### config.mk
export PLATFORM = sky130hd
export DESIGN_NAME = wave_exec_responder
export DESIGN_NICKNAME = d
export VERILOG_FILES = /design/src/rtl/wsched_pkg.sv /design/src/rtl/slot_prio_enc.sv /design/src/rtl/wave_exec_responder.sv
export SDC_FILE = /design/constraint.sdc
export NUM_CORES = 1
export LEC_CHECK = 0
export CAP_MARGIN = 5
export CORE_ASPECT_RATIO = 0.5
export CORE_MARGIN = 2
export CORE_UTILIZATION = 55
export DETAILED_ROUTE_END_ITERATION = 6
export GPL_TIMING_DRIVEN = 0
export PLACE_DENSITY = 0.85
export SYNTH_ARGS = -nofsm -noshare
export SYNTH_HDL_FRONTEND = slang
export SYNTH_SLANG_ARGS = --single-unit
export TNS_END_PERCENT = 50
### constraint.sdc
create_clock -name clk -period 8.74 [get_ports clk]
set_input_delay 0.874 -clock clk [delete_from_list [all_inputs] [get_ports clk]]
set_output_delay 0.874 -clock clk [all_outputs]
set_load 0.05 [all_outputs]
### src/rtl/wsched_pkg.sv
// Constants and slot type shared by the wave issue scheduler and its execution
// responder, so both agree on the wave_scoreboard width and id encoding.
package wsched_pkg;
  localparam int W     = 8;
  localparam int IDW   = $clog2(W);
  localparam int DEPTH = 4;
  localparam int LW    = 4;
  localparam int SIW   = (DEPTH > 1) ? $clog2(DEPTH) : 1;
  localparam int CNTW  = $clog2(DEPTH + 1);
  localparam int NID   = 1 << IDW;

  typedef struct packed {
    logic           valid;
    logic [IDW-1:0] id;
    logic [LW-1:0]  cnt;
  } slot_t;

  function automatic logic [W-1:0] onehot_id(input logic [IDW-1:0] id);
    return W'(1) << id;
  endfunction

  // Ids at or above W can only be encoded when W is not a power of two.
  function automatic logic [NID-1:0] id_in_range_mask();
    logic [NID-1:0] m;
    for (int i = 0; i < NID; i++) m[i] = (i < W);
    return m;
  endfunction
endpackage

### src/rtl/slot_prio_enc.sv
// Lowest-set-bit encoder over the slot table: index of the first request
// plus a flag telling whether any request is set.
module slot_prio_enc
  import wsched_pkg::*;
#(
  parameter int N  = DEPTH,
  parameter int IW = (N > 1) ? $clog2(N) : 1
) (
  input  logic [N-1:0]  req_i,
  output logic [IW-1:0] idx_o,
  output logic          any_o
);

  always_comb begin
    idx_o = '0;
    any_o = 1'b0;
    // Walk downwards so the lowest set bit is the last one written.
    for (int i = N - 1; i >= 0; i--) begin
      if (req_i[i]) begin
        idx_o = IW'(i);
        any_o = 1'b1;
      end
    end
  end

endmodule

### src/rtl/wave_exec_responder.sv
// Execution-side responder: holds accepted wave instructions in a small slot
// table, counts down their latency and retires one per cycle with retire_ack.
module wave_exec_responder
  import wsched_pkg::*;
(
  input  logic            clk,
  input  logic            rst,
  input  logic            issue_valid,
  input  logic [IDW-1:0]  issue_id,
  input  logic [LW-1:0]   issue_lat,
  input  logic            alu_stall,
  output logic            issue_accept,
  output logic            issue_reject,
  output logic            retire_ack,
  output logic [IDW-1:0]  retire_id,
  output logic [W-1:0]    wave_scoreboard,
  output logic [CNTW-1:0] inflight_cnt
);

  localparam logic [NID-1:0] ID_OK = id_in_range_mask();

  slot_t             slots_q [DEPTH];
  slot_t             slots_d [DEPTH];
  logic              retire_ack_q, retire_ack_d;
  logic [SIW-1:0]    ack_slot_q, ack_slot_d;
  logic [IDW-1:0]    retire_id_q, retire_id_d;
  logic [CNTW-1:0]   inflight_q, inflight_d;

  logic [DEPTH-1:0]  free_vec;
  logic [DEPTH-1:0]  ready_vec;
  logic [DEPTH-1:0]  done_req;
  logic [SIW-1:0]    free_idx, done_idx;
  logic              free_any, done_any;
  logic [W-1:0]      sb;
  logic [NID-1:0]    sb_ext;
  logic [LW-1:0]     lat_eff;
  logic              incoming_rdy;

  // A slot is retired in the cycle retire_ack shows it and freed at the end
  // of that cycle, so it stays in the scoreboard and is excluded from the
  // done candidates while being acknowledged.
  always_comb begin
    sb        = '0;
    free_vec  = '0;
    ready_vec = '0;
    for (int i = 0; i < DEPTH; i++) begin
      free_vec[i] = !slots_q[i].valid;
      if (slots_q[i].valid) sb = sb | onehot_id(slots_q[i].id);
      ready_vec[i] = slots_q[i].valid && (slots_q[i].cnt <= LW'(1)) &&
                     !(retire_ack_q && (ack_slot_q == SIW'(i)));
    end
  end

  assign sb_ext          = NID'(sb);
  assign wave_scoreboard = sb;

  slot_prio_enc #(.N(DEPTH), .IW(SIW)) u_free_enc (
    .req_i (free_vec),
    .idx_o (free_idx),
    .any_o (free_any)
  );

  // Issue handshake: issue_valid presents one instruction for one cycle;
  // issue_accept means it was taken at the coming edge, issue_reject means it
  // was dropped and the scheduler must present it again later.
  assign issue_accept = issue_valid && !rst && !alu_stall && free_any &&
                        ID_OK[issue_id] && !sb_ext[issue_id];
  assign issue_reject = issue_valid && !rst && !issue_accept;

  assign lat_eff      = (issue_lat == '0) ? LW'(1) : issue_lat;
  // The accept cycle counts as the first execution cycle, so a latency-1
  // instruction competes for retirement on its own accept edge.
  assign incoming_rdy = issue_accept && (lat_eff == LW'(1));

  always_comb begin
    done_req = '0;
    for (int i = 0; i < DEPTH; i++) begin
      done_req[i] = ready_vec[i] || (incoming_rdy && (free_idx == SIW'(i)));
    end
  end

  slot_prio_enc #(.N(DEPTH), .IW(SIW)) u_done_enc (
    .req_i (done_req),
    .idx_o (done_idx),
    .any_o (done_any)
  );

  always_comb begin
    slots_d      = slots_q;
    retire_ack_d = 1'b0;
    ack_slot_d   = ack_slot_q;
    retire_id_d  = retire_id_q;
    inflight_d   = inflight_q + CNTW'(issue_accept) - CNTW'(retire_ack_q);
    if (retire_ack_q) slots_d[ack_slot_q].valid = 1'b0;
    if (!alu_stall) begin
      for (int i = 0; i < DEPTH; i++) begin
        if (slots_q[i].valid && (slots_q[i].cnt != '0)) begin
          slots_d[i].cnt = slots_q[i].cnt - LW'(1);
        end
      end
      if (issue_accept) begin
        slots_d[free_idx].valid = 1'b1;
        slots_d[free_idx].id    = issue_id;
        slots_d[free_idx].cnt   = lat_eff - LW'(1);
      end
      if (done_any) begin
        retire_ack_d = 1'b1;
        ack_slot_d   = done_idx;
        retire_id_d  = (incoming_rdy && (free_idx == done_idx)) ? issue_id
                                                               : slots_q[done_idx].id;
      end
    end
  end

  always_ff @(posedge clk) begin
    if (rst) begin
      for (int i = 0; i < DEPTH; i++) slots_q[i] <= '0;
      retire_ack_q <= 1'b0;
      ack_slot_q   <= '0;
      retire_id_q  <= '0;
      inflight_q   <= '0;
    end else begin
      for (int i = 0; i < DEPTH; i++) slots_q[i] <= slots_d[i];
      retire_ack_q <= retire_ack_d;
      ack_slot_q   <= ack_slot_d;
      retire_id_q  <= retire_id_d;
      inflight_q   <= inflight_d;
    end
  end

  assign retire_ack   = retire_ack_q;
  assign retire_id    = retire_id_q;
  assign inflight_cnt = inflight_q;

endmodule

Word level (Yosys, flattened, before mapping)
Memories as Yosys holds them, arrays and structs flattened. Index checks and enable logic that the tools add are counted. Widths: inputs -> output; s select.

$add $sub $neg: 7. Magnitude comparators: 10. Eq/ne operators: 8. Shift-type cells: 4. Muxes and demuxes: 52. Bitwise gates (word level): 7. Reduce and logical (&&, ||, !) cells: 51.

Operator list (count): $bwmux 32 (4); $mux 32 (3); $demux 8 s2 (4); $mux 8 (6); $mux 4 (10); $shl 1x3->8 const A (4); $logic_and 1x1->1 (30); $or 8x8->8 (3); $mux 7 (3); $sub 4x1->4 const B (5); $bmux 8 s2 (1); $le 4x1->1 const B (4); $mux 2 (8); $reduce_bool 4->1 (4); $mux 1 (11); $ge 3x3->1 const B (3); $not 2->3 (3); $eq 2x2->1 const B (4); $logic_not 1->1 (8); $lt 3x1->1 const B (2); $eq 2x1->1 const B (2); $eq 4x1->1 const B (1); $logic_not 2->1 (2); $logic_not 4->1 (1); 10 further kinds (13).

Register bits after elaboration: 41. Memory bits (read-only): 8. Output and inout bits: 17. Memories: 1.

Memory list: (no name shown) (depth 8, width 1, rd ports 1, clocked after Yosys merged registers in 0, write ports 0, RTL line wave_exec_responder.sv:67) `ID_OK[issue_id] && !sb_ext[issue_id];`.

Logic depth before layout (Yosys ltp)
Gate-level depths: netlist of the first run.

Word-level depth: 24. Gate-level depth with buffers: 13. Mapped depth without buffers: 12.

By module
Synthesis of the first run repeated with hierarchy kept, for this count alone.

Cell total of the unflattened synthesis: 363. Area, all modules: 3010.4 um^2.

Modules (own cells, without submodules): wave_exec_responder (instances 1, cells each 349, area each 2940.3 um^2); slot_prio_enc (instances 2, cells each 7, area each 35.0 um^2).

Worst setup path after synthesis of the first run
No wires, ideal clock.

Path kind: reg2out. Start point: register slots_q[21] (netlist name). End point: output issue_reject. Data arrival time: 3.203 ns. Slack: 4.663 ns. Cell stages (with the launch flop): 9. Buffers on the path: 0. Cells stage by stage: dfxtp_1 -> nand2b_1 -> o32a_1 -> o211ai_1 -> o311a_1 -> a22oi_4 -> nand2_1 -> nor2_1 -> nor2_1.

Cells in the longest elaborated chain, start to end: 13.

Ends and longest elaborated chain: $shl 1x3->8 (*) (RTL line wsched_pkg.sv:19) `return W'(1) << id;`; $or 8x8->8 (*) (RTL line wave_exec_responder.sv:48) `if (slots_q[i].valid) sb = sb | onehot_id(slots_q[i].id);`; $mux 8 (*) (RTL line wave_exec_responder.sv:48); $or 8x8->8 (RTL line wave_exec_responder.sv:48); $mux 8 (*) (RTL line wave_exec_responder.sv:48); $or 8x8->8 (RTL line wave_exec_responder.sv:48); $mux 8 (*) (RTL line wave_exec_responder.sv:48); via wave_scoreboard[4] (RTL line wave_exec_responder.sv:16) `output logic [W-1:0] wave_scoreboard,`; $bmux 1 s3 (*) (RTL line wave_exec_responder.sv:67); $mux 1 (implied by the code) (*) (RTL line wave_exec_responder.sv:67); $logic_not 1->1 (*) (RTL line wave_exec_responder.sv:67); $logic_and 1x1->1 (*) (RTL line wave_exec_responder.sv:67); via issue_accept (RTL line wave_exec_responder.sv:12) `output logic issue_accept,`; $logic_not 1->1 (*) (RTL line wave_exec_responder.sv:68) `assign issue_reject = issue_valid && !rst && !issue_accept;`; $logic_and 1x1->1 (*) (RTL line wave_exec_responder.sv:68); to (decl) (RTL line wave_exec_responder.sv:13) `output logic issue_reject,`.

Mark *: on every way through the listed nets, which the timed path passes. The rest lies on a longest branch. The select of a mux whose other input is x is not followed.

Final worst setup path of the first run
Start point: input issue_id[1]. End point: output issue_accept.

Cells in the longest elaborated chain, start to end: 4. Elaborated cells on any way between the ends: 7.

Ends and longest elaborated chain: from (decl) (RTL line wave_exec_responder.sv:9) `input logic [IDW-1:0] issue_id,`; $mem_v2 8x1 or $bmux 1 s3 (tied branches); $mux 1 (implied by the code) (RTL line wave_exec_responder.sv:67); $logic_and 1x1->1 or $logic_not 1->1 (tied branches) (RTL line wave_exec_responder.sv:66, wave_exec_responder.sv:67); $logic_and 1x1->1 (*) (RTL line wave_exec_responder.sv:67); to (decl) (RTL line wave_exec_responder.sv:12).

Every way passes the cells marked *; elsewhere a longest branch is shown, timed or not. The select of a mux whose other input is x is not followed.

==> results of run 1 <==
## power breakdown
part	switching, uW	internal [uW]
clock network	75.9	115
registers	2.14	189
logic	39.0	20.6
## synthesized netlist by cell type, drive strengths merged, types with 3 or more instances
cell type and number:
a41oi 3, a211oi 5, o21ai 13, nor2 43, and3 6, nor4 4, nor3 6, buf 5
mux2 3, clkbuf 17, nand3b 3, nor3b 7, inv 20, nand4 6, a32oi 3, nand2b 10
or3 3, and2 7, or4 5, ha 16, a2bb2oi 5, a31oi 3, o22ai 12, a21o 4
a21oi 26, nand3 7, nor2b 6, xnor2 4, mux2i 8, nor4b 5, nand2 46, dfxtp 41
o2111ai 3, or2 4
## cell type report
cell class,count,area (um^2),share of cell area (%)
clock inverter,3,68.8,1.99
buffer,22,95.1,2.75
sequential,41,821,23.8
timing repair buffer,25,250,7.25
multi-input combinational,306,1980,57.4
clock buffer,5,68.8,1.99
inverter,21,78.8,2.28
tap,70,87.6,2.54
## worst min path at each step
stage / from / end / depth (start not counted)
after CTS: slots_q[3]$_SDFFE_PP0N_ / slots_q[3]$_SDFFE_PP0N_ / 2
after floorplan: slots_q[3]$_SDFFE_PP0N_ / slots_q[3]$_SDFFE_PP0N_ / 2
final: slots_q[11]$_SDFFE_PP0N_ / slots_q[11]$_SDFFE_PP0N_ / 2
after global routing: slots_q[11]$_SDFFE_PP0N_ / slots_q[11]$_SDFFE_PP0N_ / 2
after detailed placement: slots_q[11]$_SDFFE_PP0N_ / slots_q[11]$_SDFFE_PP0N_ / 2
after global placement: slots_q[11]$_SDFFE_PP0N_ / slots_q[11]$_SDFFE_PP0N_ / 2
## cell usage in the layout (no fill, tap or decap), types with 6 or more instances in the layout
master	n
nor2_1	43
and3_1	6
nor2b_1	6
o21ai_0	8
clkbuf_1	17
and2_1	7
ha_1	16
dfxtp_1	41
inv_1	20
clkdlybuf4s50_1	25
nand2_1	46
nor3b_1	7
nand3_1	7
nand4_1	6
mux2i_1	7
a21oi_1	26
nand2b_1	10
o22ai_1	12
## critical path: cells and delay by family
family	cells	cell delay (ns)
compound gates	3	0.65
simple gates	3	0.69
buf+inv	3	1.61
## metrics by stage
stage / instances / total power [uW] / instance area [um^2] / utilization, %
2_1_floorplan: 390 / 233 / 2980 / -
3_3_place_gp: 485 / 252 / 3320 / 65.4
3_5_place_dp: 485 / 254 / 3320 / 65.4
4_1_cts: 493 / 439 / 3450 / 68.1
5_1_grt: 493 / 455 / 3450 / 68.1
6_report: 493 / 442 / 3450 / 68.1
## state kept, by name (all words and copies together), names as in the netlist
signal	flops
slots_q	32
inflight_cnt	3
retire_id	3
ack_slot_q	2
retire_ack	1
## cell families (layout without fill, tap and decap cells)
logic type      after synthesis  after routing  synth area share (%)
fa+ha+maj                    17             17                  7.39
compound gates              103            103                  24.4
simple gates                170            170                  29.4
buf+inv                      43             76                  5.84
mux                          11             11                  3.95
flops                        41             41                  27.6
xor+xnor                      5              5                  1.47
## routing by layer
metal	track usage (%)	vias up	share of wire, %
met5	0	-	0
met2	47.1	206	45
met4	10.4	0	2.0
met1	40.5	1512	43
li1	-	1478	-
met3	6.67	24	11
==> metrics.md, run 1 <==
| Metric | Value |
|---|---|
| Worst-path cell chain | `clkdlybuf4s50_1 > inv_1 > nor2_1 > o2111ai_1 > o311a_1 > a22oi_4 > nand2_1 > nor2_1 > clkdlybuf4s50_1` |
| Final hold vios | `0` |
| Final clock skew | `0.00563 ns` |
| Core region area | `around 0.0051 mm^2` |
| Worst-path clk slew | `approximately 0.09 ns` |
| Syn Area/Cell | `7.64 um^2` |
| Final setup TNS | `0 ns` |
| Die area | `between 0.006 and 0.007 mm^2` |
| Largest net degree at the start of global routing | `15` |
| IO Port Bufs | `25` |
| Syn nets | `418` |
| Max Slew Vio Count | `0` |
| Row count | `18` |
| CTS Root Buffer Type | `clkbuf_8` |
| RR Endpoint | `retire_id[1]$_SDFFE_PP0P_` |
| Sequential area share after synthesis | `between 20% and 30%` |
| Inserted Clock Buffers | `5` |
| Initial DRC count | `412` |
| First-pass DRT Iterations | `7` |
| Skew-Pair Late Insertion Delay | `between 0.3 and 0.4 ns` |
| Setup bufs post-CTS | `0` |
| Hold Worst Slack | `about 0.48 ns` |
| FF+latch count, synth | `41` |
| Slowest-stage cell, CP | `clkdlybuf4s50_1` |
| CP Data Required Time | `~7.9 ns` |
| Class of the worst hold path | `flip-flop to flip-flop` |
| Vias in the first global route | `2945` |
| HPWL Detailed | `roughly 6400 um` |
| Post-Syn Instances | `just under 400` |
| Ant. Diodes | `0` |
| Yosys top cell by area | `dfxtp_1` |
| CTS sink count | `slightly above 40` |
| DRC | `0` |
| FF-to-FF setup slack | `roughly 5.3 ns` |
| Initial antenna violation count | `0` |
| Cts hold-fix bufs | `0` |
| Maxcap violations | `0` |
| Relative slew margins | `between 50 and 60%` |
| GRT Overall Usage | `between 20% and 30%` |
| Crit. End Element | `output port` |
| Effective utilization at floorplan | `between 50% and 60%` |
| Wirelength, routed | `about 8800 um` |
| Die span in y | `approximately 56 um` |
| Crit path largest cell delay | `between 0.8 and 0.9 ns` |
| Via-to-Cell Ratio | `roughly 6.5` |
| GR Overflow Total | `0` |
| Period minus WS final | `4.72 ns` |
| Kind of critical path | `primary input to output port` |
| Crit Path Max Fanout | `9` |
| Synth top area share | `27.6%` |
| Die width | `108 um` |
| RSZ-0062 raised after global routing | `no` |
| R2R Path Start | `slots_q[14]$_SDFFE_PP0P_` |
| Post-synthesis cell area | `roughly 0.003 mm^2` |
| Fin crit share | `a little over half` |
| Vias | `roughly 3200` |
| Post-synth ARST share | `0%` |
| Htree depth | `2` |
| Post-layout nets | `450` |
| CP endpoint | `issue_accept` |
| F_max | `roughly 210 MHz` |
| Post-synth EDFFs | `0` |
| Final worst setup slack | `about 4 ns` |
| Antenna-violating nets left | `0` |
| Post-synth top flop | `dfxtp_1` |
| Avg WL per Cell | `between 15 and 20 um` |
| Area Overhead vs Synth | `16.0%` |
| Worst Setup Start Kind | `primary input` |
| Filler cell count | `roughly 410` |
| Total power per unit cell area | `about 130 mW/mm^2` |
| Global placer's final weighted congestion | `~0.95` |
| Final count of negative-setup-slack endpoints | `0` |
| Clock Path Buffers | `2` |
| Synth area leaders | `dfxtp_1 28%, ha_1 6.7%, nand2_1 5.8%, nor2_1 5.4%, a21oi_1 4.4%` |
| Number of distinct library cells after synthesis | `between 60 and 70` |
| Pleak | `~0.0012 uW` |
| Ports | `28` |
| VDD IR max | `roughly 81 uV` |
| Synthesis warning total | `0` |
| Share of cells above drive strength 1 | `6.62%` |
| Pre-CTS setup slack | `4.10 ns` |
| CP Launch Point | `issue_id[1]` |
| FF-to-FF path depth | `11` |
| CTS tree | `yes` |
| Post_cts resized | `0` |
| Worst Path Arrival | `~3.8 ns` |
| Outcome | `completed` |
| Global-route wire length before repair | `between 10000 and 15000 um` |
| Worst-Margin Slew | `between 0.7 and 0.8 ns` |
Note: power is estimated with default switching activity, not from simulation.
==> run 2: changes to the inputs <==
--- a/config.mk
+++ b/config.mk
@@ -8,10 +8,10 @@
 export CAP_MARGIN = 5
 export CORE_ASPECT_RATIO = 0.5
 export CORE_MARGIN = 2
-export CORE_UTILIZATION = 55
+export CORE_UTILIZATION = 52
 export DETAILED_ROUTE_END_ITERATION = 6
 export GPL_TIMING_DRIVEN = 0
-export PLACE_DENSITY = 0.85
+export PLACE_DENSITY = 0.84
 export SYNTH_ARGS = -nofsm -noshare
 export SYNTH_HDL_FRONTEND = slang
 export SYNTH_SLANG_ARGS = --single-unit
==> constraint.sdc (replaced) <==
create_clock -name clk -period 3.8 [get_ports clk]
set_input_delay 0.38 -clock clk [delete_from_list [all_inputs] [get_ports clk]]
set_output_delay 0.38 -clock clk [all_outputs]
set_load 0.05 [all_outputs]
==> run 2 against run 1 <==
Worst setup slack lost 3.9 ns. Sequential cell count unchanged. Sequential power up 130%. Register-to-register slack worse by 5.0 ns. Routed wire length decreased by 4.1%. Final cell count is 0.61% higher. Hold slack lost 0.0036 ns. Global-route usage decreased by 3.7 points.
==> metrics.md, run 2 (synthesis results as in run 1) <==
| Metric | Value |
|---|---|
| Sequential power share | `41.1% (-2.2 points)` |
| Final setup TNS | `0 ns (unchanged)` |
| Vias | `3133 (-2.7%)` |
| Maxcap violations | `0 (unchanged)` |
| CP Data Required Time | `3.42 ns (-4.45 ns)` |
| Skew-Pair Late Insertion Delay | `0.29 ns (-0.02 ns)` |
| GRT Overall Usage | `26.3% (-3.7 points)` |
| Clock power frac | `46.2% (+3.0 points)` |
| Share of cells above drive strength 1 | `6.86% (+0.24 points)` |
| Worst Path Arrival | `3.28 ns (-0.56 ns)` |
| Effective utilization at floorplan | `54.0% (-4.8 points)` |
| CTS Root Buffer Type | `clkbuf_16` |
| Ant. Diodes | `0 (unchanged)` |
| Final clock skew | `0.00894 ns (+0.00331 ns)` |
| Class of the worst hold path | `flip-flop to flip-flop` |
| Global placer's final weighted congestion | `0.919 (-3.0%)` |
| Total power per unit cell area | `307 mW/mm^2 (+140%)` |
| Pleak | `0.00128 uW (+2.5%)` |
| CP Buf/Inv Count | `2 (-1)` |
| Wirelength, routed | `8440 um (-4.1%)` |
| IO Port Bufs | `25 (unchanged)` |
| Initial DRC count | `283 (-31%)` |
| Via-to-Cell Ratio | `6.32 (-3.3%)` |
| Antenna-violating nets left | `0 (unchanged)` |
| HPWL Detailed | `5920 um (-7.2%)` |
| Max Slew Vio Count | `0 (unchanged)` |
| DRC | `0 (unchanged)` |
| Die width | `111 um (+2.7%)` |
| Post-layout nets | `450 (unchanged)` |
| Vias in the first global route | `2767 (-6.0%)` |
| Met3 routed wirelength | `651 um (-30%)` |
| Crit path max-delay family | `compound AO/OA/AOI/OAI gates` |
| Top routing layer in use | `met4` |
| Crit path largest cell delay | `0.58 ns (-0.29 ns)` |
| Worst-path clk slew | `0.07 ns (-0.02 ns)` |
| Most common cell after layout, fill and taps aside | `nand2_1` |
| Outcome | `completed` |
| Clock Path Buffers | `2 (unchanged)` |
| Worst-Margin Slew | `0.776 ns (+0.0436 ns)` |
| First-pass DRT Iterations | `5 (-2)` |
| Switching Fraction | `26.0% (-0.49 points)` |
| Fin crit share | `a little over nine tenths` |
| Final hold vios | `0 (unchanged)` |
| Inserted Clock Buffers | `5 (unchanged)` |
| Slowest-stage cell, CP | `dlygate4sd2_1` |
| Avg WL per Cell | `17.0 um (-4.6%)` |
| Met2 wire len | `3850 um (-1.8%)` |
| Max reg flops | `32 (unchanged)` |
| Filler cell count | `484 (+20%)` |
| CTS tree | `yes` |
| NetSw | `279 uW (+140%)` |
| CTS sink count | `41 (unchanged)` |
| Die area | `0.00638 mm^2 (+5.5%)` |
| Relative slew margins | `47.8% (-3.2 points)` |
| Htree depth | `2 (unchanged)` |
| Commonest cells after routing, fill and taps aside | `46 x nand2_1, 43 x nor2_1, 41 x dfxtp_1` |
| Area Overhead vs Synth | `17.5%` |
| Period minus WS final | `roughly 3.7 ns` |
| Largest Register | `slots_q` |
| VDD IR max | `189 uV (+130%)` |
| Die span in y | `57.5 um (+2.6%)` |
| Largest net degree at the start of global routing | `15 (unchanged)` |
| Global-route wire length before repair | `13300 um (-7.1%)` |
| Kind of critical path | `flip-flop to output port` |
| Core region area | `0.00552 mm^2 (+8.8%)` |
| RSZ-0062 raised after global routing | `no` |
| GR Overflow Total | `0 (unchanged)` |
| Combinational power share | `12.7% (-0.8 points)` |
| Crit. End Element | `output port` |
| F_max | `around 270 MHz` |
| Cts hold-fix bufs | `0 (unchanged)` |
| Initial antenna violation count | `0 (unchanged)` |
| Crit Path Max Fanout | `10 (+1)` |
| Worst Setup Start Kind | `flip-flop` |
| Layout Utilization | `63.4% (-4.7 points)` |
| Met1 wire length | `3790 um (+0.53%)` |
| Ports | `28 (unchanged)` |
| Worst-path cell chain | `clkbuf_1 > nand2b_1 > o32ai_1 > a2111oi_1 > o21ai_1 > a22oi_4 > nand2_1 > nor2_1 > dlygate4sd2_1` |
| Cell Int Power | `795 uW (+140%)` |
| Final count of negative-setup-slack endpoints | `0 (unchanged)` |
| Row count | `19 (+1)` |
## run 2: worst min-delay path, delay by kind of cell (launching register included)
family          cells  cell delay (ns)
flops               1             0.32
compound gates      1             0.05
simple gates        1             0.05
## run 2: power groups by stage
stage	combinational, uW	sequential [uW]	clock, uW
floorplan	78.4	459	0
global placement	129	450	0
detailed placement	131	451	0
CTS	132	441	495
global route	146	442	511
finish	136	441	496
## run 2: layer usage
layer  GRT usage [%]  vias to the layer above
met5               0                        -
met4            9.35                        0
met3            5.84                       19
met2            44.5                      152
met1            33.9                     1480
li1                -                     1482
## run 2: cell type report
type	count	area (um^2)	share of cell area (%)
Clock inverter	3	46.3	1.32
Clock buffer	5	125	3.58
Sequential cell	41	821	23.5
Inverter	21	78.8	2.25
Tap cell	73	91.3	2.61
Buffer	22	95.1	2.72
Timing Repair Buffer	25	251	7.19
Multi-Input combinational cell	306	1990	56.9
## run 2: worst paths after layout
path / from / depth (start not counted) / slack [ns] / to
min reg2reg: slots_q[11]$_SDFFE_PP0N_ / 2 / 0.47 / slots_q[11]$_SDFFE_PP0N_
min: slots_q[11]$_SDFFE_PP0N_ / 2 / 0.47 / slots_q[11]$_SDFFE_PP0N_
max: slots_q[7]$_SDFF_PP0_ / 9 / 0.14 / issue_accept
max reg2reg: slots_q[7]$_SDFF_PP0_ / 11 / 0.26 / retire_id[1]$_SDFFE_PP0P_
## run 2: what timing repair did
action                     4_1_cts  5_1_grt
setup endpoints to repair        1        5
resized for setup                1        4
setup buffers                    0        0
## run 2: per-stage QoR
step / cells / instance area, um^2 / power [uW] / setup WS, ns / hold WS, ns
after global placement: 488 / 3320 / 579 / 0.00995 / 0.463
after detailed placement: 488 / 3320 / 582 / 0.0123 / 0.466
after CTS: 496 / 3490 / 1070 / 0.0298 / 0.474
final: 496 / 3500 / 1070 / 0.141 / 0.474
after global routing: 496 / 3500 / 1100 / 0.0696 / 0.511
after floorplan: 390 / 2980 / 537 / 0.0529 / 0.449
==> run 3: changes to the inputs <==
--- a/config.mk
+++ b/config.mk
@@ -8,10 +8,10 @@
 export CAP_MARGIN = 5
 export CORE_ASPECT_RATIO = 0.5
 export CORE_MARGIN = 2
-export CORE_UTILIZATION = 52
+export CORE_UTILIZATION = 55
 export DETAILED_ROUTE_END_ITERATION = 6
 export GPL_TIMING_DRIVEN = 0
-export PLACE_DENSITY = 0.84
+export PLACE_DENSITY = 0.85
 export SYNTH_ARGS = -nofsm -noshare
 export SYNTH_HDL_FRONTEND = slang
 export SYNTH_SLANG_ARGS = --single-unit
==> constraint.sdc (replaced) <==
create_clock -name clk -period 3.4 [get_ports clk]
set_input_delay 0.34 -clock clk [delete_from_list [all_inputs] [get_ports clk]]
set_output_delay 0.34 -clock clk [all_outputs]
set_load 0.05 [all_outputs]
==> run 3 against run 2 <==
Die area is 5.2% lower. Power is 5.2% lower. Hold slack improved by 0.010 ns. Final cell count down 0.40%. Register-to-register slack worse by 0.11 ns. Clock skew fell by 0.0023 ns. Critical path type is now flip-flop to flip-flop. Critical endpoint is now retire_id[1]$_SDFFE_PP0P_.
==> metrics.md, run 3 (synthesis results as in run 1) <==
| Metric | Value |
|---|---|
| Outcome | `completed` |
| Die area | `0.00605 mm^2 (-5.2%)` |
| CP Buf/Inv Count | `2 (unchanged)` |
| Avg WL per Cell | `18.5 um (+8.6%)` |
| Global placer's final weighted congestion | `0.907 (-1.4%)` |
| Most common cell after layout, fill and taps aside | `nand2_1` |
| GR met3 Demand/Resource | `4.80% (-1.0 points)` |
| Worst Hold Launch | `slots_q[3]$_SDFFE_PP0N_` |
| FF-to-FF setup slack | `0.15 ns (-0.11 ns)` |
| Vias | `3228 (+3.0%)` |
| CTS tree | `yes` |
| Via-to-Cell Ratio | `6.53 (+3.4%)` |
| Die width | `108 um (-2.7%)` |
| Pleak | `0.00126 uW (-1.6%)` |
| Area after DPL | `0.00332 mm^2 (+0.11%)` |
| Crit Path Max Fanout | `9 (-1)` |
| Max Slew Vio Count | `0 (unchanged)` |
| Initial DRC count | `374 (+32%)` |
| Period minus WS final | `approximately 3.3 ns` |
| Combinational power share | `15.6% (+2.9 points)` |
| Skew-Pair Late Insertion Delay | `0.30 ns (about the same)` |
| Worst-Margin Slew | `0.693 ns (-0.0827 ns)` |
| Effective utilization at floorplan | `58.8% (+4.8 points)` |
| Worst Path Arrival | `3.49 ns (+0.21 ns)` |
| IO Port Bufs | `25 (unchanged)` |
| Initial antenna violation count | `0 (unchanged)` |
| Worst Setup Start Kind | `flip-flop` |
| Largest Register | `slots_q` |
| First-pass DRT Iterations | `5 (unchanged)` |
| CP Launch Point | `slots_q[14]$_SDFFE_PP0P_` |
| Commonest cells after routing, fill and taps aside | `45 x nand2_1, 41 x nor2_1, 41 x dfxtp_1` |
| Class of the worst hold path | `flip-flop to flip-flop` |
| Worst-path clk slew | `0.08 ns (about the same)` |
| DRC | `0 (unchanged)` |
| M2 GR Usage | `47.4% (+2.9 points)` |
| Die span in y | `56.0 um (-2.6%)` |
| Antenna-violating nets left | `0 (unchanged)` |
| Share of cells above drive strength 1 | `9.20% (+2.3 points)` |
| Max reg flops | `32 (unchanged)` |
| Slowest-stage cell, CP | `or3_4` |
| Register Area | `821 um^2 (unchanged)` |
| Cts hold-fix bufs | `0 (unchanged)` |
| R2R Path Start | `slots_q[14]$_SDFFE_PP0P_` |
| Hold Path Sink | `slots_q[3]$_SDFFE_PP0N_` |
| GR peak layer | `met2` |
| CTS Root Buffer Type | `clkbuf_8` |
| Final hold vios | `0 (unchanged)` |
| Post-layout nets | `451 (+0.22%)` |
| Crit. End Element | `flip-flop` |
| Maxcap violations | `0 (unchanged)` |
| Fin area | `0.00346 mm^2 (-1.2%)` |
| Ports | `28 (unchanged)` |
| FF-to-FF path depth | `12 (+1)` |
| Fin crit share | `95.7%` |
| Clock Path Buffers | `2 (unchanged)` |
| GR Overflow Total | `0 (unchanged)` |
| Crit path largest cell delay | `0.41 ns (-0.17 ns)` |
| Clock power frac | `36.0% (-10 points)` |
| Global-route wire length before repair | `14600 um (+9.3%)` |
| CP Data Required Time | `3.64 ns (+0.22 ns)` |
| Row count | `18 (-1)` |
| NetSw | `291 uW (+4.3%)` |
| VDD IR max | `207 uV (+9.2%)` |
| Crit path max-delay family | `compound AO/OA/AOI/OAI gates` |
| Core region area | `0.00507 mm^2 (-8.1%)` |
| Largest net degree at the start of global routing | `13 (-2)` |
| Final count of negative-setup-slack endpoints | `0 (unchanged)` |
| Inserted Clock Buffers | `5 (unchanged)` |
| Switching Fraction | `28.6% (+2.6 points)` |
| CTS sink count | `41 (unchanged)` |
| Total power per unit cell area | `294 mW/mm^2 (-4.1%)` |
| Multi-input combinational cell area | `0.00201 mm^2 (+1.3%)` |
| Layout Utilization | `68.2% (+4.8 points)` |
| Area Overhead vs Synth | `16.1%` |
| Cell Int Power | `726 uW (-8.6%)` |
| Kind of critical path | `flip-flop to flip-flop` |
| Wirelength, routed | `9130 um (+8.1%)` |
| Htree depth | `2 (unchanged)` |
| GRT Overall Usage | `30.3% (+4.0 points)` |
| RR Endpoint | `retire_id[1]$_SDFFE_PP0P_` |
| F_max | `307 MHz` |
| Hold Worst Slack | `0.484 ns (+0.0104 ns)` |
| Ant. Diodes | `0 (unchanged)` |
| HPWL Detailed | `6570 um (+11%)` |
| Vias in the first global route | `3044 (+10%)` |
| Hold Path Depth | `2 (unchanged)` |
| Final clock skew | `0.00667 ns (-0.00227 ns)` |
| Filler cell count | `437 (-9.7%)` |
| Worst-path cell chain | `clkbuf_1 > nor4b_1 > or4_4 > nor3_2 > a311oi_2 > a22oi_4 > buf_4 > and3_1 > o31a_1 > or3_4 > a311o_1 > o21ai_1` |
| Final setup TNS | `0 ns (unchanged)` |
| Sequential power share | `48.4% (+7.3 points)` |
| Relative slew margins | `53.4% (+5.6 points)` |
| Met1 Usage GRT | `41.8% (+7.9 points)` |
run 3: layout make-up:
| type | count | area share (%) |
|---|---|---|
| buffer | 21 | 2.75 |
| multi-input combinational | 306 | 58.3 |
| tap | 70 | 2.53 |
| sequential | 41 | 23.7 |
| timing repair buffer | 27 | 7.49 |
| clock inverter | 1 | 0.145 |
| inverter | 21 | 2.28 |
| clock buffer | 7 | 2.79 |
run 3: routing by layer:
metal | wire [um] | vias to the layer above | share of wire (%)
li1 | - | 1475 | -
met1 | 3970 | 1544 | 43
met2 | 4170 | 177 | 46
met3 | 757 | 32 | 8.3
met4 | 232 | 0 | 2.5
met5 | 0 | - | 0
run 3: worst min-delay path, cell delays in order, from the launching register on:
cell,delay (ns)
dfxtp_1,0.33
nand2_1,0.06
a21oi_1,0.05
run 3: power by group through the flow:
stage               clock, uW  combinational, uW  sequential [uW]
floorplan                   0               88.0              513
global placement            0                145              503
detailed placement          0                150              504
CTS                       360                150              492
global route              382                170              493
finish                    366                159              492
run 3: how the worst max path moves through the flow:
stage                                      to  cells past startpoint
finish              retire_id[1]$_SDFFE_PP0P_                     12
global route        retire_id[0]$_SDFFE_PP0P_                     11
CTS                              issue_accept                      9
detailed placement  retire_id[1]$_SDFFE_PP0P_                     13
global placement    retire_id[1]$_SDFFE_PP0P_                     13
floorplan           retire_id[0]$_SDFFE_PP0P_                     10
run 3: timing repair:
action,in CTS,in global routing
endpoints found under the setup margin,5,26
hold endpoints to repair,0,0
pin swaps,0,2
buffers inserted,0,2
resized for setup,5,12
run 3: through the flow:
stage               std cells  total power, uW  setup WS [ns]
finish                    494             1020          0.147
global route              494             1050        -0.0155
CTS                       493             1000         0.0234
detailed placement        485              653         -0.367
global placement          485              648         -0.305
floorplan                 390              601         0.0954
